**src/rtl/bus_master_arbiter.sv**
```systemverilog
// bus_master_arbiter: 68000 BR/BG/BGACK bus arbiter for a monitor port (0) and a DMA port (1).
// Define BUS_ARB_ROUND_ROBIN_EN to alternate ties; otherwise requester 0 has fixed priority.
module bus_master_arbiter #(
    parameter int BG_TIMEOUT = 64,
    parameter int MAX_TENURE = 1024
) (
    input  logic MCLK_IN,
    input  logic RESET_n_IN,
    input  logic RUN_IN,
    input  logic BG_IN,
    input  logic AS_IN,
    input  logic REQ0_IN,
    input  logic REQ1_IN,
    input  logic CLEAR_ERR_IN,
    output logic BR,
    output logic BGACK,
    output logic GNT0,
    output logic GNT1,
    output logic BG_ERR,
    output logic ABORT
);
    localparam int WW = $clog2(BG_TIMEOUT) + 1;
    localparam int TW = $clog2(MAX_TENURE) + 1;
    localparam logic [WW-1:0] WAIT_LAST = WW'(BG_TIMEOUT - 1);
    localparam logic [TW-1:0] TEN_LAST = TW'(MAX_TENURE - 1);

    typedef enum logic [2:0] {IDLE, REQUEST, WAIT_BUS, OWN, RELEASE} state_t;

    state_t state_q, state_d;
    logic [1:0] bg_sync_q, bg_sync_d, as_sync_q, as_sync_d;
    logic [WW-1:0] wait_cnt_q, wait_cnt_d;
    logic [TW-1:0] ten_cnt_q, ten_cnt_d;
    logic win_q, win_d;
    logic bg_err_q, bg_err_d;
    logic abort_q, abort_d;
    logic bgs, ass, req_win, arb_win;

    always_comb begin
        bg_sync_d = {bg_sync_q[0], BG_IN};
        as_sync_d = {as_sync_q[0], AS_IN};
        bgs = bg_sync_q[1];
        ass = as_sync_q[1];
        req_win = win_q ? REQ1_IN : REQ0_IN;
    end

`ifdef BUS_ARB_ROUND_ROBIN_EN
    logic last_q, last_d;
    always_comb begin
        last_d = (state_d == OWN && state_q != OWN) ? win_q : last_q;
        arb_win = (REQ0_IN && REQ1_IN) ? ~last_q : !REQ0_IN;
    end
    // Reset to 1 so that requester 0 wins the first tie
    always_ff @(posedge MCLK_IN or negedge RESET_n_IN) begin
        if (!RESET_n_IN) last_q <= 1'b1;
        else last_q <= last_d;
    end
`else
    always_comb arb_win = !REQ0_IN;
`endif

    always_comb begin
        state_d = state_q;
        win_d = win_q;
        bg_err_d = bg_err_q && !CLEAR_ERR_IN;
        abort_d = 1'b0;
        if (!RUN_IN) begin
            state_d = IDLE;
        end else begin
            case (state_q)
                IDLE: begin
                    if (!bg_err_q && (REQ0_IN || REQ1_IN)) begin
                        state_d = REQUEST;
                        win_d = arb_win;
                    end
                end
                REQUEST: begin
                    if (!req_win) state_d = IDLE;
                    else if (bgs) state_d = WAIT_BUS;
                    else if (wait_cnt_q == WAIT_LAST) begin
                        state_d = IDLE;
                        bg_err_d = 1'b1;
                    end
                end
                WAIT_BUS: begin
                    if (!req_win) state_d = IDLE;
                    else if (!ass) state_d = OWN;
                end
                OWN: begin
                    if (!req_win) state_d = RELEASE;
                    else if (ten_cnt_q == TEN_LAST) begin
                        state_d = RELEASE;
                        abort_d = 1'b1;
                    end
                end
                default: state_d = IDLE;
            endcase
        end
        // Counters restart on every state entry and cannot pass their limit
        wait_cnt_d = (state_q == REQUEST && state_d == REQUEST) ? wait_cnt_q + 1'b1 : '0;
        ten_cnt_d = (state_q == OWN && state_d == OWN) ? ten_cnt_q + 1'b1 : '0;
    end

    always_ff @(posedge MCLK_IN or negedge RESET_n_IN) begin
        if (!RESET_n_IN) begin
            state_q <= IDLE;
            bg_sync_q <= '0;
            as_sync_q <= '0;
            wait_cnt_q <= '0;
            ten_cnt_q <= '0;
            win_q <= 1'b0;
            bg_err_q <= 1'b0;
            abort_q <= 1'b0;
        end else begin
            state_q <= state_d;
            bg_sync_q <= bg_sync_d;
            as_sync_q <= as_sync_d;
            wait_cnt_q <= wait_cnt_d;
            ten_cnt_q <= ten_cnt_d;
            win_q <= win_d;
            bg_err_q <= bg_err_d;
            abort_q <= abort_d;
        end
    end

    always_comb begin
        BR = state_q == REQUEST || state_q == WAIT_BUS;
        BGACK = state_q == OWN || state_q == RELEASE;
        GNT0 = state_q == OWN && !win_q;
        GNT1 = state_q == OWN && win_q;
        BG_ERR = bg_err_q;
        ABORT = abort_q;
    end
endmodule

```
**config.mk**
```make
export PLATFORM = sky130hd
export DESIGN_NAME = bus_master_arbiter
export DESIGN_NICKNAME = d
export VERILOG_FILES = /design/src/rtl/bus_master_arbiter.sv
export SDC_FILE = /design/constraint.sdc
export NUM_CORES = 1
export LEC_CHECK = 0
export ABC_AREA = 0
export BUFFER_PORTS_ARGS = -buffer_cell sky130_fd_sc_hd__buf_2
export CAP_MARGIN = 5
export CORE_UTILIZATION = 50
export CTS_CLUSTER_DIAMETER = 150
export DETAILED_ROUTE_END_ITERATION = 16
export PLACE_DENSITY = 0.67
export SYNTH_ARGS = -nofsm -noshare
export SYNTH_HDL_FRONTEND = slang
export SYNTH_SLANG_ARGS = --single-unit
```
**constraint.sdc**
```tcl
create_clock -name MCLK_IN -period 2.08 [get_ports MCLK_IN]
set_input_delay 0.208 -clock MCLK_IN [delete_from_list [all_inputs] [get_ports MCLK_IN]]
set_output_delay 0.208 -clock MCLK_IN [all_outputs]
set_load 0.005 [all_outputs]
```
After elaboration in Yosys (flattened, before gate mapping) --
Index checks and enable logic that the tools add are counted.
Storage, ports and cells: register bits 28, input port bits 8, output and inout port bits 6, logic and storage cells 55
Operators by class: add/sub/neg operators 2, equal/unequal tests 8, multiplexer cells 22, reduce and logical (&&, ||, !) cells 15
Operators by type and width (count):
- $mux 3 | 9
- $pmux 3 s4 | 1
- $add 11x1->11 const B | 1
- $eq 11x10->1 const B | 1
- $mux 11 | 1
- $mux 1 | 10
- $eq 3x2->1 const B | 3
- $add 7x1->7 const B | 1
- $eq 7x6->1 const B | 1
- $mux 7 | 1
- $eq 3x1->1 const B | 2
- $logic_and 1x1->1 | 6
- $logic_not 1->1 | 4
- $eq 3x3->1 const B | 1
- $logic_not 3->1 | 1
- $logic_or 1x1->1 | 3
- $reduce_and 3->1 | 1

Longest topological paths before layout --
word-level depth 9, mapped depth 7, mapped depth without buffers 5

Worst setup path before layout --
Ideal clock, no wire load.
kind register to register, start reg ten_cnt_q[0], end reg ten_cnt_q[2], library setup time 0.071 ns, arrival 1.388 ns, required time 2.009 ns, slack 0.621 ns, stages on the path, launching flop included 8, buffers on the path 2, period minus slack after synthesis 1.459 ns, cells stage by stage dfrtp_1 ha_1 and3_1 buf_2 nand4_2 nand3b_1 buf_4 nor2_1
On the way: longest elaborated chain between the ends 8, elaborated cells on any way between the ends 9, classes of those cells add/sub (1); eq/ne (2); mux (5); reduce/logical (1)
Ends and longest elaborated chain:
- start: declaration | RTL line 32 | logic [TW-1:0] ten_cnt_q, ten_cnt_d;
- start signal: assignment | RTL line 118 | ten_cnt_q <= ten_cnt_d;
- $eq 11x10->1 | RTL line 90 | else if (ten_cnt_q == TEN_LAST) begin
- $mux 3 | RTL line 90
- $mux 3 | RTL line 89 | if (!req_win) state_d = RELEASE;
- $pmux 3 s4 | RTL line 69 | case (state_q)
- $mux 3 | RTL line 66 | if (!RUN_IN) begin
- $eq 3x2->1 | RTL line 100 | ten_cnt_d = (state_q == OWN && state_d == OWN) ? ten_cnt_q + 1'b1 : '0;
- $logic_and 1x1->1 | RTL line 100
- $mux 11 * | RTL line 100
- via ten_cnt_d[2] | RTL line 32
Mark *: on every way through the listed nets, which the timed path passes. The rest lies on a longest branch. A chain may end at the register's enable or synchronous reset.

Final worst setup path --
start reg ten_cnt_q[0], end reg ten_cnt_q[6]
Same word-level chain as after synthesis.

==> results.py <==
metrics = {
    "critical_path": {
        "startpoint_type": "flop",
        "crit_type": "flop to flop",
        "crit_path_max_incr_delay_ns": 0.44,
        "path_cells": "ha_1 -> and3_1 -> nand4_2 -> nand3b_1 -> nor2_1",
        "r2r_cells": 5,
        "end_kind": "flop",
        "r2r-start": "ten_cnt_q[0]",
        "cpMaxStageDelayCell": "dfrtp_1",
        "r2r_end": "ten_cnt_q[6]",
        "required_ns": 2.33,
        "critical_path.max_fanout": 11,
        "reg2reg_slack_ns": 0.37,
        "startpoint": "ten_cnt_q[0]",
        "cp.arrival_ns": 1.96,
    },
    "synth": {
        "syn_area_um2": 1302,
        "synth_edf_count": 0,
        "synthArstFlopShare_pct": 100.0,
        "ys_warn_count": 0,
        "synth_cell_types": 37,
        "yosysTopAreaCellShare_pct": 53.79,
        "yosysTopAreaCell": "dfrtp_1",
        "ys_seq_elements": 28,
        "yosys-top-cells-area": "dfrtp_1 54%, nor2_1 5.5%, xor2_1 5.4%, xnor2_1 2.7%, nor4b_2 2.3%",
        "syn_nets": 131,
        "synth.avg_cell_area_um2": 10.76,
        "synth_cells": 121,
        "synth_ff_type": "dfrtp_1",
        "ys_seq_area_share_pct": 53.79,
    },
    "clock_network": {
        "cts_buffer_depth": 2,
        "cts_tree": "done",
        "cts_sinks": 28,
        "cts_max_level": 1,
        "cts_buffers": 3,
        "clkTransAtPathRegs_ns": 0.16,
        "clk_latency_ns": 0.33,
        "cts_setup_buffers": 0,
        "cts_root_buf": "clkbuf_4",
    },
    "timing": {
        "tightest_slew_ns": 0.6006,
        "grt_setup_unrepaired": "no",
        "relSlewSlack_pct": 59.96,
        "fin_crit_sh_pct": 82.00,
        "setup_viol": 0,
        "hold_violations": 0,
        "period_needed_ns": 1.706,
        "fmax_mhz": 586.3,
        "clock-skew-final_ns": 0.01229,
        "slew_viol_final": 0,
        "fin_hold_ws_ns": 0.03178,
        "fin_tns_setup_ns": 0,
    },
    "power_and_ir_drop": {
        "comb_power_share_pct": 7.5,
        "internal-power_uw": 784.5,
        "ir_drop_mv": 0.5216,
        "seqPwrFrac_pct": 57.1,
        "p_per_area_nw_per_um2": 685.7,
        "p_sw_uw": 219.2,
        "switching_share_pct": 21.84,
        "p_leak_uw": 0.0006526,
        "p_clk_share_pct": 35.4,
    },
    "finish": {
        "mostFrequentLayoutCells": "28 x dfrtp_1, 19 x nor2_1, 13 x buf_2",
        "regArea_um2": 700.7,
        "nFillCells": 216,
        "final_layout_size_suffix_gt1_share_pct": 18.12,
        "diodes": 0,
        "final_common_cell": "dfrtp_1",
        "nNetsFinal": 149,
        "area_growth_pct": 12.39,
        "multi_input_area_um2": 563.0,
    },
    "route": {
        "via_per_inst": 5.488,
        "drt_wl_total_mm": 2.221,
        "drtPass1Iterations": 4,
        "drc": 0,
        "num_vias": 922,
        "antenna_left": 0,
        "wl_per_cell_um": 13.22,
        "drt_iter0_markers": 9,
    },
    "global_routing": {
        "grt_pass1_wl_mm": 3.870,
        "grt_max_degree": 29,
        "antenna_found_initial": 0,
        "grt_usage_pct": 19.66,
        "overflow": 0,
        "grt_pass1_vias": 901,
    },
    "worst_hold_path": {
        "hold_path.startpoint": "CLEAR_ERR_IN",
        "hp-class": "input pin to flop",
        "hold-path-endpoint": "BG_ERR",
        "hold_depth": 2,
    },
    "floorplanning": {
        "die_h_um": 53.04,
        "pin_count": 14,
        "start_util_pct": 52.58,
        "core_um2": 2477,
        "rows": 18,
        "dieArea_um2": 2813,
        "die_w_um": 53.04,
    },
    "placement": {
        "gp_congestion": 0.7658,
        "dp_hpwl_mm": 1.634,
        "port-buffer-count": 13,
    },
    "job": {
        "max-cap-violations": 0,
    },
    "outcome": {
        "status": "finished clean",
    },
}
==> worst max-delay path: cells and delay by family, from the launching register on <==
kind          cells  cell delay [ns]
flops             1             0.44
fa+ha+maj         1             0.23
simple gates      4             0.97
==> per-layer routing <==
layer | up-vias | part of all wire [%] | track usage (%)
li1 | 458 | - | -
met1 | 447 | 45 | 24.25
met2 | 13 | 51 | 34.39
met3 | 4 | 2.8 | 3.448
met4 | 0 | 1.1 | 6.579
met5 | - | 0 | 0
==> sequential cells by signal, summed over array words and instances, names as in the netlist <==
signal	flops
wait_cnt_q	7
ten_cnt_q	11
BG_ERR	1
bg_sync_q	2
ABORT	1
state_q	3
win_q	1
as_sync_q	2
==> power groups by stage <==
stage	clock (uW)	combinational (uW)	sequential, uW
floorplan	0	51.3	575
global placement	0	70.9	582
detailed placement	0	73.0	583
CTS	365	77.4	572
global route	386	85.1	576
finish	355	75.7	573
==> how the worst max path moves through the flow <==
stage | to | slack, ns
after floorplan | ten_cnt_q[2] | 0.62
after global placement | ten_cnt_q[10] | 0.46
after detailed placement | ten_cnt_q[10] | 0.41
after CTS | ten_cnt_q[10] | 0.36
after global routing | ten_cnt_q[10] | 0.17
final | ten_cnt_q[6] | 0.37
==> final cells by class <==
| cell class | instances | share of cell area (%) |
|---|---|---|
| inverters | 4 | 1.026 |
| repair buffers | 16 | 6.496 |
| flip-flops and latches | 28 | 47.86 |
| clock buffers | 3 | 1.538 |
| multi-input cells | 86 | 38.46 |
| well taps | 30 | 2.564 |
| clock inverters | 1 | 2.051 |
==> stage by stage <==
stage / area [um^2] / utilization, % / worst slack (ns) / std cells / total power [uW]
after floorplan: 1303 / - / 0.6209 / 121 / 626.5
after detailed placement: 1381 / 55.76 / 0.4071 / 161 / 655.6
after CTS: 1464 / 59.09 / 0.3639 / 168 / 1015
after global routing: 1464 / 59.09 / 0.1740 / 168 / 1047
final: 1464 / 59.09 / 0.3743 / 168 / 1004
after global placement: 1381 / 55.76 / 0.4591 / 161 / 652.7
==> cells by family after synthesis <==
group	after synthesis	synth area share, %
AOI/OAI and AO/OA	16	8.358
xor gates and xnor gates	12	8.069
adders and majority gates	2	1.921
buffers and inverters	7	2.977
DFF	28	53.79
muxes	2	1.633
and+or+nand+nor	54	23.25
==> what timing repair did <==
| item | in CTS | in global routing |
|---|---|---|
| resized for setup | 0 | 0 |
| setup endpoints to repair | 0 | 0 |
| hold buffers | 3 | 0 |
| hold endpoints to repair | 30 | 0 |
==> Yosys cell counts (2+ instances only) <==
cell type and instances:
o21ai_2 2, a21oi_1 5, o21ai_0 2, nor2_1 19
nand4_1 2, nand2b_1 3, xnor2_1 4, nand3_1 5
dfrtp_1 28, and4_1 2, inv_1 4, nor4_1 2
and3_1 2, nand3b_1 3, nor4b_2 2, ha_1 2
xor2_1 8, nand2_1 7
(Power assumes the default switching activity.)
